**config.mk**
```make
export PLATFORM = sky130hd
export DESIGN_NAME = uart_rx
export DESIGN_NICKNAME = d
export VERILOG_FILES = /design/src/rtl/uart_pkg.sv /design/src/rtl/uart_tick_gen.sv /design/src/rtl/uart_rx.sv
export SDC_FILE = /design/constraint.sdc
export NUM_CORES = 1
export LEC_CHECK = 0
export BUFFER_PORTS_ARGS = -buffer_cell sky130_fd_sc_hd__buf_2
export CORE_MARGIN = 2
export CORE_UTILIZATION = 60
export DETAILED_ROUTE_END_ITERATION = 6
export PLACE_DENSITY = 0.83
export SYNTH_ARGS = -nofsm -noshare
export SYNTH_HDL_FRONTEND = slang
export SYNTH_SLANG_ARGS = --single-unit
```
**constraint.sdc**
```tcl
create_clock -name clk -period 4.1 [get_ports clk]
set_input_delay 0.41 -clock clk [delete_from_list [all_inputs] [get_ports clk]]
set_output_delay 0.41 -clock clk [all_outputs]
set_load 0.05 [all_outputs]
```
**src/rtl/uart_pkg.sv**
```systemverilog
// Shared UART definitions: receiver state encoding and the baud divider calculation
// used by both the receive and transmit sides.
package uart_pkg;

  typedef enum logic [2:0] {IDLE, START, DATA, STOP, BREAK} rx_state_t;

  // Clocks per oversample tick, rounded to nearest.
  function automatic int unsigned baud_div(input int unsigned clk_hz,
                                           input int unsigned baud,
                                           input int unsigned os);
    return (clk_hz + (baud * os) / 2) / (baud * os);
  endfunction

endpackage

```
**src/rtl/uart_tick_gen.sv**
```systemverilog
// Oversample tick generator: counts 0..DIV-1 and pulses tick on DIV-1.
// A synchronous clear holds the counter at 0 so the tick phase can be aligned to an event.
module uart_tick_gen #(
  parameter int unsigned DIV = 10
) (
  input  logic clk,
  input  logic rst_n,
  input  logic clr,
  output logic tick
);

  localparam int W = (DIV > 1) ? $clog2(DIV) : 1;

  logic [W-1:0] cnt_q, cnt_d;

  always_comb begin
    cnt_d = cnt_q;
    tick  = 1'b0;
    if (clr) begin
      cnt_d = '0;
    end else if (cnt_q == W'(DIV - 1)) begin
      cnt_d = '0;
      tick  = 1'b1;
    end else begin
      cnt_d = cnt_q + 1'b1;
    end
  end

  always_ff @(posedge clk or negedge rst_n) begin
    if (!rst_n) cnt_q <= '0;
    else        cnt_q <= cnt_d;
  end

endmodule

```
**src/rtl/uart_rx.sv**
```systemverilog
// 8N1 UART receiver: synchronized, oversampled, 3-sample majority vote per bit,
// one-entry holding register with valid/ack handshake, framing-error and overrun flags.
module uart_rx
  import uart_pkg::*;
#(
  parameter int unsigned CLK_HZ     = 100_000_000,
  parameter int unsigned BAUD       = 115_200,
  parameter int unsigned OVERSAMPLE = 16
) (
  input  logic       clk,
  input  logic       rst_n,
  input  logic       RxD,
  output logic [7:0] rx_data,
  output logic       rx_valid,
  input  logic       rx_ack,
  output logic       frame_err,
  output logic       overrun
);

  localparam int unsigned DIV = baud_div(CLK_HZ, BAUD, OVERSAMPLE);
  localparam int SW = $clog2(OVERSAMPLE);
  localparam logic [SW-1:0] S_LO  = SW'(OVERSAMPLE / 2 - 1);
  localparam logic [SW-1:0] S_MID = SW'(OVERSAMPLE / 2);
  localparam logic [SW-1:0] S_HI  = SW'(OVERSAMPLE / 2 + 1);
  localparam logic [SW-1:0] S_END = SW'(OVERSAMPLE - 1);

  logic          rxd_meta_q, rxd_sync_q;
  logic [1:0]    settle_q, settle_d;
  logic          line_high_q, line_high_d;
  rx_state_t     state_q, state_d;
  logic [SW-1:0] samp_cnt_q, samp_cnt_d;
  logic [1:0]    votes_q, votes_d;
  logic          bit_q, bit_d;
  logic [2:0]    bit_idx_q, bit_idx_d;
  logic [7:0]    shift_q, shift_d;
  logic [7:0]    rx_data_q, rx_data_d;
  logic          rx_valid_q, rx_valid_d;
  logic          frame_err_q, frame_err_d;
  logic          overrun_q, overrun_d;

  logic tick, maj, start_edge, byte_done, ack_eff;

  uart_tick_gen #(.DIV(DIV)) u_tick (
    .clk   (clk),
    .rst_n (rst_n),
    .clr   ((state_q == IDLE) || (state_q == BREAK)),
    .tick  (tick)
  );

  // The synchronizer resets high, so it is only trusted once two real samples have
  // passed; this keeps a line that is low at reset release from looking like a start edge.
  assign settle_d    = {settle_q[0], 1'b1};
  assign line_high_d = settle_q[1] & rxd_sync_q;
  assign start_edge  = line_high_q & ~rxd_sync_q;

  assign maj     = (votes_q[0] & votes_q[1]) | (rxd_sync_q & (votes_q[0] | votes_q[1]));
  assign ack_eff = rx_ack & rx_valid_q;

  always_comb begin
    state_d     = state_q;
    samp_cnt_d  = samp_cnt_q;
    votes_d     = votes_q;
    bit_d       = bit_q;
    bit_idx_d   = bit_idx_q;
    shift_d     = shift_q;
    byte_done   = 1'b0;
    frame_err_d = 1'b0;

    if (tick) begin
      samp_cnt_d = (samp_cnt_q == S_END) ? '0 : samp_cnt_q + 1'b1;
      if (samp_cnt_q == S_LO)  votes_d[0] = rxd_sync_q;
      if (samp_cnt_q == S_MID) votes_d[1] = rxd_sync_q;
      if (samp_cnt_q == S_HI)  bit_d      = maj;
    end

    case (state_q)
      IDLE: begin
        samp_cnt_d = '0;
        bit_idx_d  = '0;
        if (start_edge) state_d = START;
      end
      START: begin
        if (tick && samp_cnt_q == S_HI && maj) state_d = IDLE;
        else if (tick && samp_cnt_q == S_END)  state_d = DATA;
      end
      DATA: begin
        if (tick && samp_cnt_q == S_END) begin
          shift_d   = {bit_q, shift_q[7:1]};
          bit_idx_d = bit_idx_q + 3'd1;
          if (bit_idx_q == 3'd7) state_d = STOP;
        end
      end
      STOP: begin
        // Decide at mid-bit so the next start edge is seen with half a bit of margin.
        if (tick && samp_cnt_q == S_HI) begin
          if (maj) begin
            byte_done = 1'b1;
            state_d   = IDLE;
          end else begin
            frame_err_d = 1'b1;
            state_d     = BREAK;
          end
        end
      end
      BREAK: begin
        samp_cnt_d = '0;
        if (rxd_sync_q) state_d = IDLE;
      end
      default: state_d = IDLE;
    endcase
  end

  // An ack in the same cycle as a new byte frees the register for that byte.
  always_comb begin
    rx_data_d  = rx_data_q;
    rx_valid_d = rx_valid_q;
    overrun_d  = overrun_q;
    if (ack_eff) begin
      rx_valid_d = 1'b0;
      overrun_d  = 1'b0;
    end
    if (byte_done) begin
      if (!rx_valid_q || ack_eff) begin
        rx_data_d  = shift_q;
        rx_valid_d = 1'b1;
      end else begin
        overrun_d = 1'b1;
      end
    end
  end

  always_ff @(posedge clk or negedge rst_n) begin
    if (!rst_n) begin
      rxd_meta_q  <= 1'b1;
      rxd_sync_q  <= 1'b1;
      settle_q    <= '0;
      line_high_q <= 1'b0;
      state_q     <= IDLE;
      samp_cnt_q  <= '0;
      votes_q     <= '0;
      bit_q       <= 1'b0;
      bit_idx_q   <= '0;
      shift_q     <= '0;
      rx_data_q   <= 8'h00;
      rx_valid_q  <= 1'b0;
      frame_err_q <= 1'b0;
      overrun_q   <= 1'b0;
    end else begin
      rxd_meta_q  <= RxD;
      rxd_sync_q  <= rxd_meta_q;
      settle_q    <= settle_d;
      line_high_q <= line_high_d;
      state_q     <= state_d;
      samp_cnt_q  <= samp_cnt_d;
      votes_q     <= votes_d;
      bit_q       <= bit_d;
      bit_idx_q   <= bit_idx_d;
      shift_q     <= shift_d;
      rx_data_q   <= rx_data_d;
      rx_valid_q  <= rx_valid_d;
      frame_err_q <= frame_err_d;
      overrun_q   <= overrun_d;
    end
  end

  assign rx_data   = rx_data_q;
  assign rx_valid  = rx_valid_q;
  assign frame_err = frame_err_q;
  assign overrun   = overrun_q;

endmodule

```
==> results of run 1 <==
## cell type report
cell class                      count  area share, %
Sequential cell                    43           51.1
Timing Repair Buffer               15           3.68
Clock buffer                        7           2.14
Multi-Input combinational cell    101           37.6
Tap cell                           44           2.61
Inverter                            8           1.42
Clock inverter                      1           1.42
## final timing paths
path / startpoint / endpoint / slack [ns] / depth (start not counted)
max: u_tick.cnt_q[1]$_DFF_PN0_ / rx_data[7]$_DFFE_PN0P_ / 1.76 / 6
max in group asynchronous: rst_n / bit_idx_q[0]$_DFFE_PN0P_ / 3.36 / 1
min in group asynchronous: rst_n / shift_q[5]$_DFFE_PN0P_ / 0.17 / 1
min: RxD / rxd_meta_q$_DFF_PN1_ / 0.16 / 1
max reg2reg: u_tick.cnt_q[1]$_DFF_PN0_ / rx_data[7]$_DFFE_PN0P_ / 1.76 / 6
min reg2reg: settle_q[0]$_DFF_PN0_ / settle_q[1]$_DFF_PN0_ / 0.36 / 0
## layer usage
layer	routed length, um	vias up	share of wire, %	GRT usage, %
li1	-	580	-	-
met1	1360	618	42	23.7
met2	1620	31	51	34.6
met3	149	6	4.7	7.46
met4	70	0	2.2	8.70
met5	0	-	0	0
## through the flow
stage / total power, mW / utilization, % / setup slack (ns) / instance area, um^2 / hold slack (ns)
after floorplan: 0.591 / - / 1.97 / 1930 / 0.114
after global placement: 0.613 / 66.6 / 1.86 / 2030 / 0.334
after global routing: 0.922 / 69.1 / 1.64 / 2110 / 0.131
final: 0.868 / 69.1 / 1.76 / 2110 / 0.157
after CTS: 0.877 / 69.1 / 1.76 / 2110 / 0.144
after detailed placement: 0.625 / 66.6 / 1.76 / 2030 / 0.339
## where the power goes
part	total, mW	leakage, nW	internal (mW)	switching, mW
Sequential	0.508	0.570	0.464	0.0442
Clock	0.254	0.0395	0.129	0.125
Combinational	0.106	0.424	0.0468	0.0592
## kinds of logic (layout without fill, tap and decap cells)
family	Yosys count	after routing	share of synthesized area, %
compound gates	20	20	6.88
xor+xnor	5	5	2.27
fa+ha+maj	8	8	5.06
buf+inv	14	31	3.24
flops	43	43	55.9
mux	21	21	13.6
other cells	1	1	0.194
simple gates	46	46	12.8
## state kept, by name, indices dropped and copies added (netlist names), 2 cells and up
signal        flops
votes_q           2
state_q           3
rx_data           8
shift_q           8
samp_cnt_q        4
bit_idx_q         3
settle_q          2
u_tick.cnt_q      6
## cells in the mapped netlist (2+ instances only)
library cell	count	area [um^2]
o21ai_0	5	25.0
mux2_4	8	120
nor3b_1	2	15.0
ha_1	7	87.6
nand2_1	6	22.5
dfstp_2	2	52.6
nor4_1	2	12.5
and3b_1	2	17.5
nand2b_1	2	12.5
a31oi_1	2	12.5
nand3_1	9	45.0
nor2_1	14	52.6
dfrtp_1	41	1030
mux2_2	10	113
a21oi_1	4	20.0
xnor2_1	3	26.3
xor2_1	2	17.5
clkbuf_1	3	11.3
buf_2	2	10.0
mux2i_1	3	30.0
nand3b_1	2	15.0
inv_1	8	30.0
## worst max-delay path: stages, from the launching register on
cell and delay, ns:
dfrtp_1 0.41, inv_1 0.06, ha_1 0.15, nand4_2 0.14
or2_0 0.42, or4_4 0.72, mux2_4 0.34
==> results.py, run 1 <==
metrics = {
    "finish": {
        "layout-drive-gt1-share_pct": 26.3,
        "multi_input_area_um2": 793,
        "seqCellArea_mm2": 0.00108,
        "most-common-layout-cells": "41 x dfrtp_1, 14 x nor2_1, 14 x buf_2, 10 x mux2_2, 9 x nand3_1",
        "nets": 185,
        "antenna_cells": 0,
        "fin_cells": 219,
        "area_growth_syn_to_layout_pct": 9.41,
        "layout_commonest_cell": "dfrtp_1",
        "fillCellCount": 230,
    },
    "logic_synthesis": {
        "async_flop_share_pct": 100,
        "synth_edf_count": 0,
        "synth_cell_types": 41,
        "synth-seq-area-share_pct": 55.9,
        "synth_ff_type": "dfrtp_1",
        "netlist_area_mm2": 0.00193,
        "synth.net_count": 169,
        "synth_area_per_cell_um2": 12.2,
        "ys.warnings.count": 0,
        "synth_seq_cells": 43,
        "synthCells": 158,
    },
    "grt": {
        "antenna_found_initial": 0,
        "grt_max_degree": 44,
        "grt_usage_pct": 20.5,
        "grt_pass1_wl_um": 5440,
        "grt_pass1_vias": 1290,
        "grt_remaining_overflow": 0,
    },
    "timing": {
        "fmax_ghz": 0.427,
        "layout_min_cycle_time_ns": 2.34,
        "worst_pin_slew_ns": 0.903,
        "tns_ns": 0,
        "fin_worst_skew_ns": 0.0125,
        "rsz0062_at_grt": "no",
        "finalMaxSlewViolations": 0,
        "setup_viol": 0,
        "period_share_pct": 57.1,
        "hold_viol_final": 0,
        "slew_headroom_pct": 39.8,
    },
    "clock_network": {
        "post_cts_buffers": 0,
        "h-tree-depth": 2,
        "cts_sinks": 43,
        "cts_made_buffers": 5,
        "clk_latency_ns": 0.35,
        "clockBufferDepth": 2,
        "hold_buffers": 0,
        "cts-root-buf": "clkbuf_4",
        "cts_tree": "built",
        "path_clk_slew_ns": 0.12,
        "cts_resized": 0,
    },
    "floorplan": {
        "dieArea_mm2": 0.00368,
        "start_util_pct": 63.2,
        "coreArea_mm2": 0.00305,
        "die_w_um": 60.7,
        "die_y_um": 60.7,
        "boundaryPins": 15,
        "num_rows": 20,
    },
    "worst_setup_path": {
        "worstPathArrival_ns": 2.59,
        "cp-end-kind": "flop",
        "cp.required_ns": 4.35,
        "critical_path.max_fanout": 10,
        "cp-start-kind": "flop",
        "crit_type": "flop to flop",
    },
    "detailed_routing": {
        "wire_per_inst_um": 14.6,
        "ant_nets": 0,
        "viasPerCell": 5.64,
        "routed_wl_um": 3200,
        "vias": 1235,
        "drc": 0,
        "drt_iter0_markers": 53,
        "drtPass1Iterations": 4,
    },
    "placement": {
        "place_congestion": 0.840,
        "dp_hpwl_um": 2350,
        "placed_cells": 211,
        "io_buffers": 14,
    },
    "power": {
        "power.leakage_nw": 1.03,
        "peakVddDrop_mv": 0.246,
        "power_density_mw_per_mm2": 411,
    },
    "hold_path": {
        "hp-class": "primary input to flop",
    },
    "job": {
        "cap_violations": 0,
    },
    "status": {
        "status": "finished clean",
    },
}
(Power assumes the default switching activity.)
==> inputs of run 2 (changes only) <==
--- a/config.mk
+++ b/config.mk
@@ -7,9 +7,9 @@
 export LEC_CHECK = 0
 export BUFFER_PORTS_ARGS = -buffer_cell sky130_fd_sc_hd__buf_2
 export CORE_MARGIN = 2
-export CORE_UTILIZATION = 60
+export CORE_UTILIZATION = 53
 export DETAILED_ROUTE_END_ITERATION = 6
-export PLACE_DENSITY = 0.83
+export PLACE_DENSITY = 0.78
 export SYNTH_ARGS = -nofsm -noshare
 export SYNTH_HDL_FRONTEND = slang
 export SYNTH_SLANG_ARGS = --single-unit
==> constraint.sdc (replaced) <==
create_clock -name clk -period 1.9 [get_ports clk]
set_input_delay 0.19 -clock clk [delete_from_list [all_inputs] [get_ports clk]]
set_output_delay 0.19 -clock clk [all_outputs]
set_load 0.05 [all_outputs]
==> results.py, run 2 (synthesis results as in run 1) <==
metrics = {
    "clock_network": {
        "cts-root-buf": "clkbuf_4",
        "path_clk_slew_ns": 0.13,
        "clk_latency_ns": 0.36,
        "h-tree-depth": 2,
        "cts_tree": "built",
        "cts_sinks": 43,
        "clockBufferDepth": 2,
        "cts_made_buffers": 5,
    },
    "worst_setup_path": {
        "cpLargestDelayFamily": "simple AND/OR/NAND/NOR gates",
        "cpMaxStageDelayCell": "or4_4",
        "path_buf_inv": 1,
        "crit_chain": "inv_2, ha_4, nand4_4, or2_4, or4_4, mux2_4",
        "critPathMaxStageDelay_ns": 0.53,
        "cp-start-kind": "flop",
        "crit_type": "flop to flop",
        "cp-end-kind": "flop",
        "crit-reg2reg-launch": "u_tick.cnt_q[1]$_DFF_PN0_",
        "worstPathArrival_ns": 2.19,
        "cp.required_ns": 2.16,
        "critical_path.max_fanout": 8,
        "critPathLaunch": "u_tick.cnt_q[1]$_DFF_PN0_",
    },
    "grt": {
        "antenna_found_initial": 0,
        "grt_pass1_vias": 1459,
        "grt_remaining_overflow": 0,
        "grt_max_degree": 23,
        "grt_pass1_wl_um": 6800,
        "grt_usage_pct": 21.9,
    },
    "timing": {
        "slew_headroom_pct": 65.9,
        "worst_pin_slew_ns": 0.511,
        "finalMaxSlewViolations": 0,
        "setup_ws_ns": -0.0353,
        "rsz0062_at_grt": "yes",
        "period_share_pct": 102,
        "fin_worst_skew_ns": 0.0137,
        "setup_viol": 8,
        "hold_viol_final": 0,
        "layout_min_cycle_time_ns": 1.94,
        "fmax_ghz": 0.517,
        "fin_hold_ws_ns": 0.0177,
    },
    "power": {
        "p_sw_mw": 0.578,
        "seqPwrFrac_pct": 51.5,
        "p_clk_share_pct": 28.7,
        "switching_share_pct": 27.6,
        "power.leakage_nw": 1.18,
        "peakVddDrop_mv": 0.724,
        "power_density_mw_per_mm2": 883,
        "comb_power_share_pct": 19.8,
        "power.internal_mw": 1.52,
        "totalPowerFinal_mw": 2.10,
    },
    "detailed_routing": {
        "ant_nets": 0,
        "drc": 0,
        "drt_iter0_markers": 99,
        "vias": 1346,
        "routed_wl_um": 3870,
        "viasPerCell": 5.45,
        "drtPass1Iterations": 4,
        "wire_per_inst_um": 15.7,
    },
    "hold_path": {
        "min_from": "rx_ack",
        "hp-class": "primary input to flop",
    },
    "finish": {
        "nets": 211,
        "layout_commonest_cell": "dfrtp_1",
        "fillCellCount": 243,
        "layout-drive-gt1-share_pct": 38.8,
        "final_area_mm2": 0.00238,
        "most-common-layout-cells": "41 x dfrtp_1, 23 x buf_4, 15 x buf_2, 14 x nor2_1, 10 x mux2_2",
        "antenna_cells": 0,
        "area_growth_syn_to_layout_pct": 23.3,
    },
    "floorplan": {
        "start_util_pct": 56.4,
        "boundaryPins": 15,
        "num_rows": 21,
        "die_y_um": 64.3,
        "die_w_um": 64.3,
        "dieArea_mm2": 0.00414,
        "coreArea_mm2": 0.00342,
    },
    "placement": {
        "dp_hpwl_um": 2800,
        "place_congestion": 0.868,
        "postPlaceCellArea_mm2": 0.00223,
        "io_buffers": 14,
    },
    "job": {
        "cap_violations": 0,
    },
    "status": {
        "violations": "negative setup slack",
        "status": "finished with violations",
    },
}
-- run 2: per-stage QoR --
| stage | worst slack [ns] | utilization (%) | setup TNS (ns) | std cells |
|---|---|---|---|---|
| floorplan | -0.138 | - | -1.95 | 158 |
| global placement | -0.0457 | 65.2 | -0.363 | 235 |
| detailed placement | -0.129 | 65.2 | -1.65 | 235 |
| CTS | -0.118 | 68.6 | -0.892 | 246 |
| global route | -0.102 | 69.6 | -0.764 | 247 |
| finish | -0.0353 | 69.6 | -0.239 | 247 |
-- run 2: final cells by class --
class	instances	area [um^2]	area share [%]
Clock inverter	2	35.0	1.47
Clock buffer	6	51.3	2.16
Sequential cell	43	1080	45.4
Multi-Input combinational cell	101	837	35.2
Inverter	8	30.0	1.26
Timing Repair Buffer	41	288	12.1
Tap cell	46	57.6	2.42
-- run 2: repair_timing --
action,in CTS,in global routing
gates resized for setup,2,7
buffers inserted,1,0
hold buffers,2,0
pin swaps,2,3
gates cloned,0,1
endpoints found under the hold margin,22,0
setup endpoints to repair,19,20
-- run 2: worst register-to-register path: stages, from the launching register on --
cell and delay (ns):
dfrtp_1 0.42, inv_2 0.07, ha_4 0.13, nand4_4 0.07
or2_4 0.29, or4_4 0.53, mux2_4 0.34
-- run 2: final timing paths --
check	endpoint	slack (ns)	depth (start not counted)
worst max register to register	rx_data[3]$_DFFE_PN0P_	-0.04	6
worst min register to register	rxd_sync_q$_DFF_PN1_	0.37	0
worst max-delay path	rx_data[3]$_DFFE_PN0P_	-0.04	6
max in group asynchronous	rxd_sync_q$_DFF_PN1_	1.01	3
min in group asynchronous	rx_data[1]$_DFFE_PN0P_	0.32	2
worst min-delay path	overrun$_DFF_PN0_	0.02	2
-- run 2: power by group through the flow --
stage          clock network, mW  logic [mW]  registers (mW)
3_3_place_gp                   0       0.359            1.08
4_1_cts                    0.608       0.403            1.07
6_report                   0.602       0.416            1.08
3_5_place_dp                   0       0.379            1.09
2_1_floorplan                  0       0.200            1.10
5_1_grt                    0.664       0.477            1.09
-- run 2: routing by layer --
metal	up-vias	track usage, %	routed length (um)	part of all wire, %
met5	-	0	0	0
met4	0	8.51	76	2.0
met1	662	26.1	1710	44
li1	641	-	-	-
met2	33	36.8	1940	50
met3	10	6.69	146	3.8
==> inputs of run 3 (changes only) <==
--- a/config.mk
+++ b/config.mk
@@ -5,11 +5,12 @@
 export SDC_FILE = /design/constraint.sdc
 export NUM_CORES = 1
 export LEC_CHECK = 0
+export ABC_AREA = 1
 export BUFFER_PORTS_ARGS = -buffer_cell sky130_fd_sc_hd__buf_2
 export CORE_MARGIN = 2
-export CORE_UTILIZATION = 53
+export CORE_UTILIZATION = 52
 export DETAILED_ROUTE_END_ITERATION = 6
-export PLACE_DENSITY = 0.78
+export PLACE_DENSITY = 0.76
 export SYNTH_ARGS = -nofsm -noshare
 export SYNTH_HDL_FRONTEND = slang
 export SYNTH_SLANG_ARGS = --single-unit
==> results.py, run 3 <==
metrics = {
    "worst_setup_path": {
        "critPathMaxStageDelay_ns": 0.40,
        "critical_path.max_fanout": 5,
        "crit_top_cell": "nand2_1",
        "cp-end-kind": "flop",
        "cp-start-kind": "flop",
        "path_buf_inv": 2,
        "cpLargestDelayFamily": "simple AND/OR/NAND/NOR gates",
        "cpMaxStageDelayCell": "dfrtp_1",
        "cp.required_ns": 2.07,
        "worstPathArrival_ns": 2.04,
        "crit_chain": "inv_1, ha_2, nand3_4, nor3_4, inv_2, nor2_4, o21ai_0, nand2_1, nand2_1, nand2_1, nand2_1",
        "crit_type": "flop to flop",
    },
    "hold_path": {
        "hp-class": "primary input to flop",
    },
    "logic_synthesis": {
        "synth_top_family_by_area": "simple AND/OR/NAND/NOR gates",
        "muxShareOfSynthArea_pct": 0.524,
        "async_flop_share_pct": 100,
        "synth_cell_types": 31,
        "synth_edf_count": 0,
        "synth.net_count": 207,
        "synth_seq_cells": 43,
        "netlist_area_mm2": 0.00191,
        "yosysTopAreaCell": "dfrtp_1",
        "yosys.area_share.simple_pct": 19.8,
        "synth_compound_area_share_pct": 10.5,
        "synth_fa_ha_area_share_pct": 4.58,
        "synth_ff_type": "dfrtp_1",
        "synth-seq-area-share_pct": 56.5,
        "ys.warnings.count": 0,
        "synth_top_cells_by_count": "43 x nand2_1, 41 x dfrtp_1, 26 x inv_1, 11 x o21ai_0, 10 x nor2_1",
        "synth_area_leaders": "dfrtp_1 54%, nand2_1 8.4%, inv_1 5.1%, ha_1 4.6%, o21ai_2 3.2%",
        "synth_area_per_cell_um2": 9.75,
        "yosysMostFrequentCell": "nand2_1",
        "yosys.area.top_type_share_pct": 53.7,
        "synthXorXnorAreaFrac_pct": 1.38,
        "synthCells": 196,
    },
    "clock_network": {
        "path_clk_slew_ns": 0.08,
        "cts_made_buffers": 5,
        "clk_latency_ns": 0.29,
        "cts_sinks": 43,
        "h-tree-depth": 2,
        "cts_tree": "built",
        "clockBufferDepth": 2,
        "cts-root-buf": "clkbuf_8",
    },
    "floorplan": {
        "die_y_um": 64.6,
        "boundaryPins": 15,
        "coreArea_mm2": 0.00361,
        "num_rows": 22,
        "dieArea_mm2": 0.00418,
        "die_w_um": 64.6,
        "start_util_pct": 53.0,
    },
    "timing": {
        "setup_viol": 0,
        "finalMaxSlewViolations": 0,
        "hold_viol_final": 0,
        "setup_ws_ns": 0.0377,
        "fin_worst_skew_ns": 0.0132,
        "worst_pin_slew_ns": 0.519,
        "fmax_ghz": 0.537,
        "layout_min_cycle_time_ns": 1.86,
        "slew_headroom_pct": 65.4,
        "tns_ns": 0,
        "period_share_pct": 98.0,
    },
    "detailed_routing": {
        "drt_iter0_markers": 50,
        "drtPass1Iterations": 4,
        "drc": 0,
        "viasPerCell": 4.97,
        "wire_per_inst_um": 12.2,
        "top_layer": "met4",
        "vias": 1383,
        "ant_nets": 0,
        "wl_met3_um": 76,
        "wl_met2_um": 1650,
        "routed_wl_um": 3380,
        "drt-met1-wl_um": 1630,
    },
    "finish": {
        "nets": 240,
        "fin_cells": 278,
        "final_area_mm2": 0.00229,
        "layout_commonest_cell": "dfrtp_1",
        "area_growth_syn_to_layout_pct": 19.8,
        "antenna_cells": 0,
        "most-common-layout-cells": "41 x dfrtp_1, 40 x nand2_1, 26 x inv_1, 14 x buf_2, 11 x buf_4",
        "layout-drive-gt1-share_pct": 25.2,
    },
    "grt": {
        "grt_usage_pct": 16.9,
        "grt_pass1_wl_um": 5400,
        "antenna_found_initial": 0,
        "grt_pass1_vias": 1256,
        "grt_max_degree": 44,
        "grt_remaining_overflow": 0,
    },
    "power": {
        "totalPowerFinal_mw": 2.16,
        "seqPwrFrac_pct": 48.3,
        "power.internal_mw": 1.53,
        "peakVddDrop_mv": 0.650,
        "power_density_mw_per_mm2": 945,
        "p_sw_mw": 0.634,
        "power.leakage_nw": 1.11,
        "switching_share_pct": 29.3,
        "p_clk_share_pct": 31.5,
        "comb_power_share_pct": 20.2,
    },
    "status": {
        "status": "finished clean",
    },
    "placement": {
        "io_buffers": 14,
        "postPlaceCellArea_mm2": 0.00206,
        "place_congestion": 0.884,
        "place_ws_ns": 0.133,
        "placed_cells": 261,
        "dp_hpwl_um": 2190,
    },
    "job": {
        "cap_violations": 0,
    },
}
## run 3: changes by cell type after synthesis, sizes merged, moves of 3 or more
| cell | before | now |
|---|---|---|
| nand2 | 6 | 47 |
| o21ai | 5 | 26 |
| inv | 8 | 27 |
| mux2 | 18 | 0 |
| nor3 | 1 | 5 |
| clkbuf | 3 | 0 |
## run 3: through the flow
step                      hold WS (ns)  util (%)
final                           0.0757      63.5
after global routing            0.0846      63.5
after CTS                       0.0681      60.5
after detailed placement         0.288      57.0
after global placement           0.286      57.0
after floorplan                 -0.106         -
## run 3: final cells by class
type | count | area [um^2]
inverters | 27 | 101
clock buffers | 7 | 76.3
clock inverters | 1 | 30.0
flip-flops and latches | 43 | 1080
well taps | 48 | 60.1
fillers | 294 | 1320
multi-input cells | 124 | 758
repair buffers | 28 | 184
## run 3: power by group through the flow
stage               logic, mW  clock network (mW)  registers, mW
detailed placement      0.377                   0           1.05
finish                  0.438               0.680           1.04
global route            0.491               0.742           1.05
CTS                     0.383               0.700           1.04
floorplan               0.271                   0           1.05
global placement        0.368                   0           1.05
## run 3: cells by family (layout without fill, tap and decap cells)
group	Yosys count	count (layout)
AND/OR/NAND/NOR	79	79
flip-flops	43	43
AO/OA/AOI/OAI	33	33
buffers and inverters	29	63
adder cells (fa/ha/maj)	7	7
XOR/XNOR	3	3
other	1	1
multiplexers	1	1
## run 3: worst reg2reg max path, stage by stage (launching register included)
cell and delay [ns]:
dfrtp_1 0.40, inv_1 0.06, ha_2 0.18, nand3_4 0.09, nor3_4 0.36, inv_2 0.12, nor2_4 0.12, o21ai_0 0.11
nand2_1 0.12, nand2_1 0.08, nand2_1 0.06, nand2_1 0.06
## run 3: path summary, 6_finish.rpt
kind	from	endpoint	slack (ns)	cells past startpoint
min in group asynchronous	rst_n	u_tick.cnt_q[5]$_DFF_PN0_	0.49	3
worst min-delay path	rx_ack	overrun$_DFF_PN0_	0.08	2
max in group asynchronous	rst_n	rxd_sync_q$_DFF_PN1_	1.04	3
worst max-delay path	u_tick.cnt_q[1]$_DFF_PN0_	state_q[1]$_DFFE_PN0P_	0.04	11
worst max register to register	u_tick.cnt_q[1]$_DFF_PN0_	state_q[1]$_DFFE_PN0P_	0.04	11
worst min register to register	settle_q[0]$_DFF_PN0_	settle_q[1]$_DFF_PN0_	0.35	0
## run 3: timing repair
| item | CTS | global route |
|---|---|---|
| setup buffers | 0 | 7 |
| hold buffers | 2 | 0 |
| resized for setup | 0 | 13 |
| endpoints found under the setup margin | 0 | 17 |
| hold endpoints to repair | 42 | 0 |
## run 3: routing by layer
metal  vias to the layer above  track usage, %
li1                        690               -
met1                       669            22.7
met2                        20            25.5
met3                         4            4.69
met4                         0            7.98
met5                         -               0
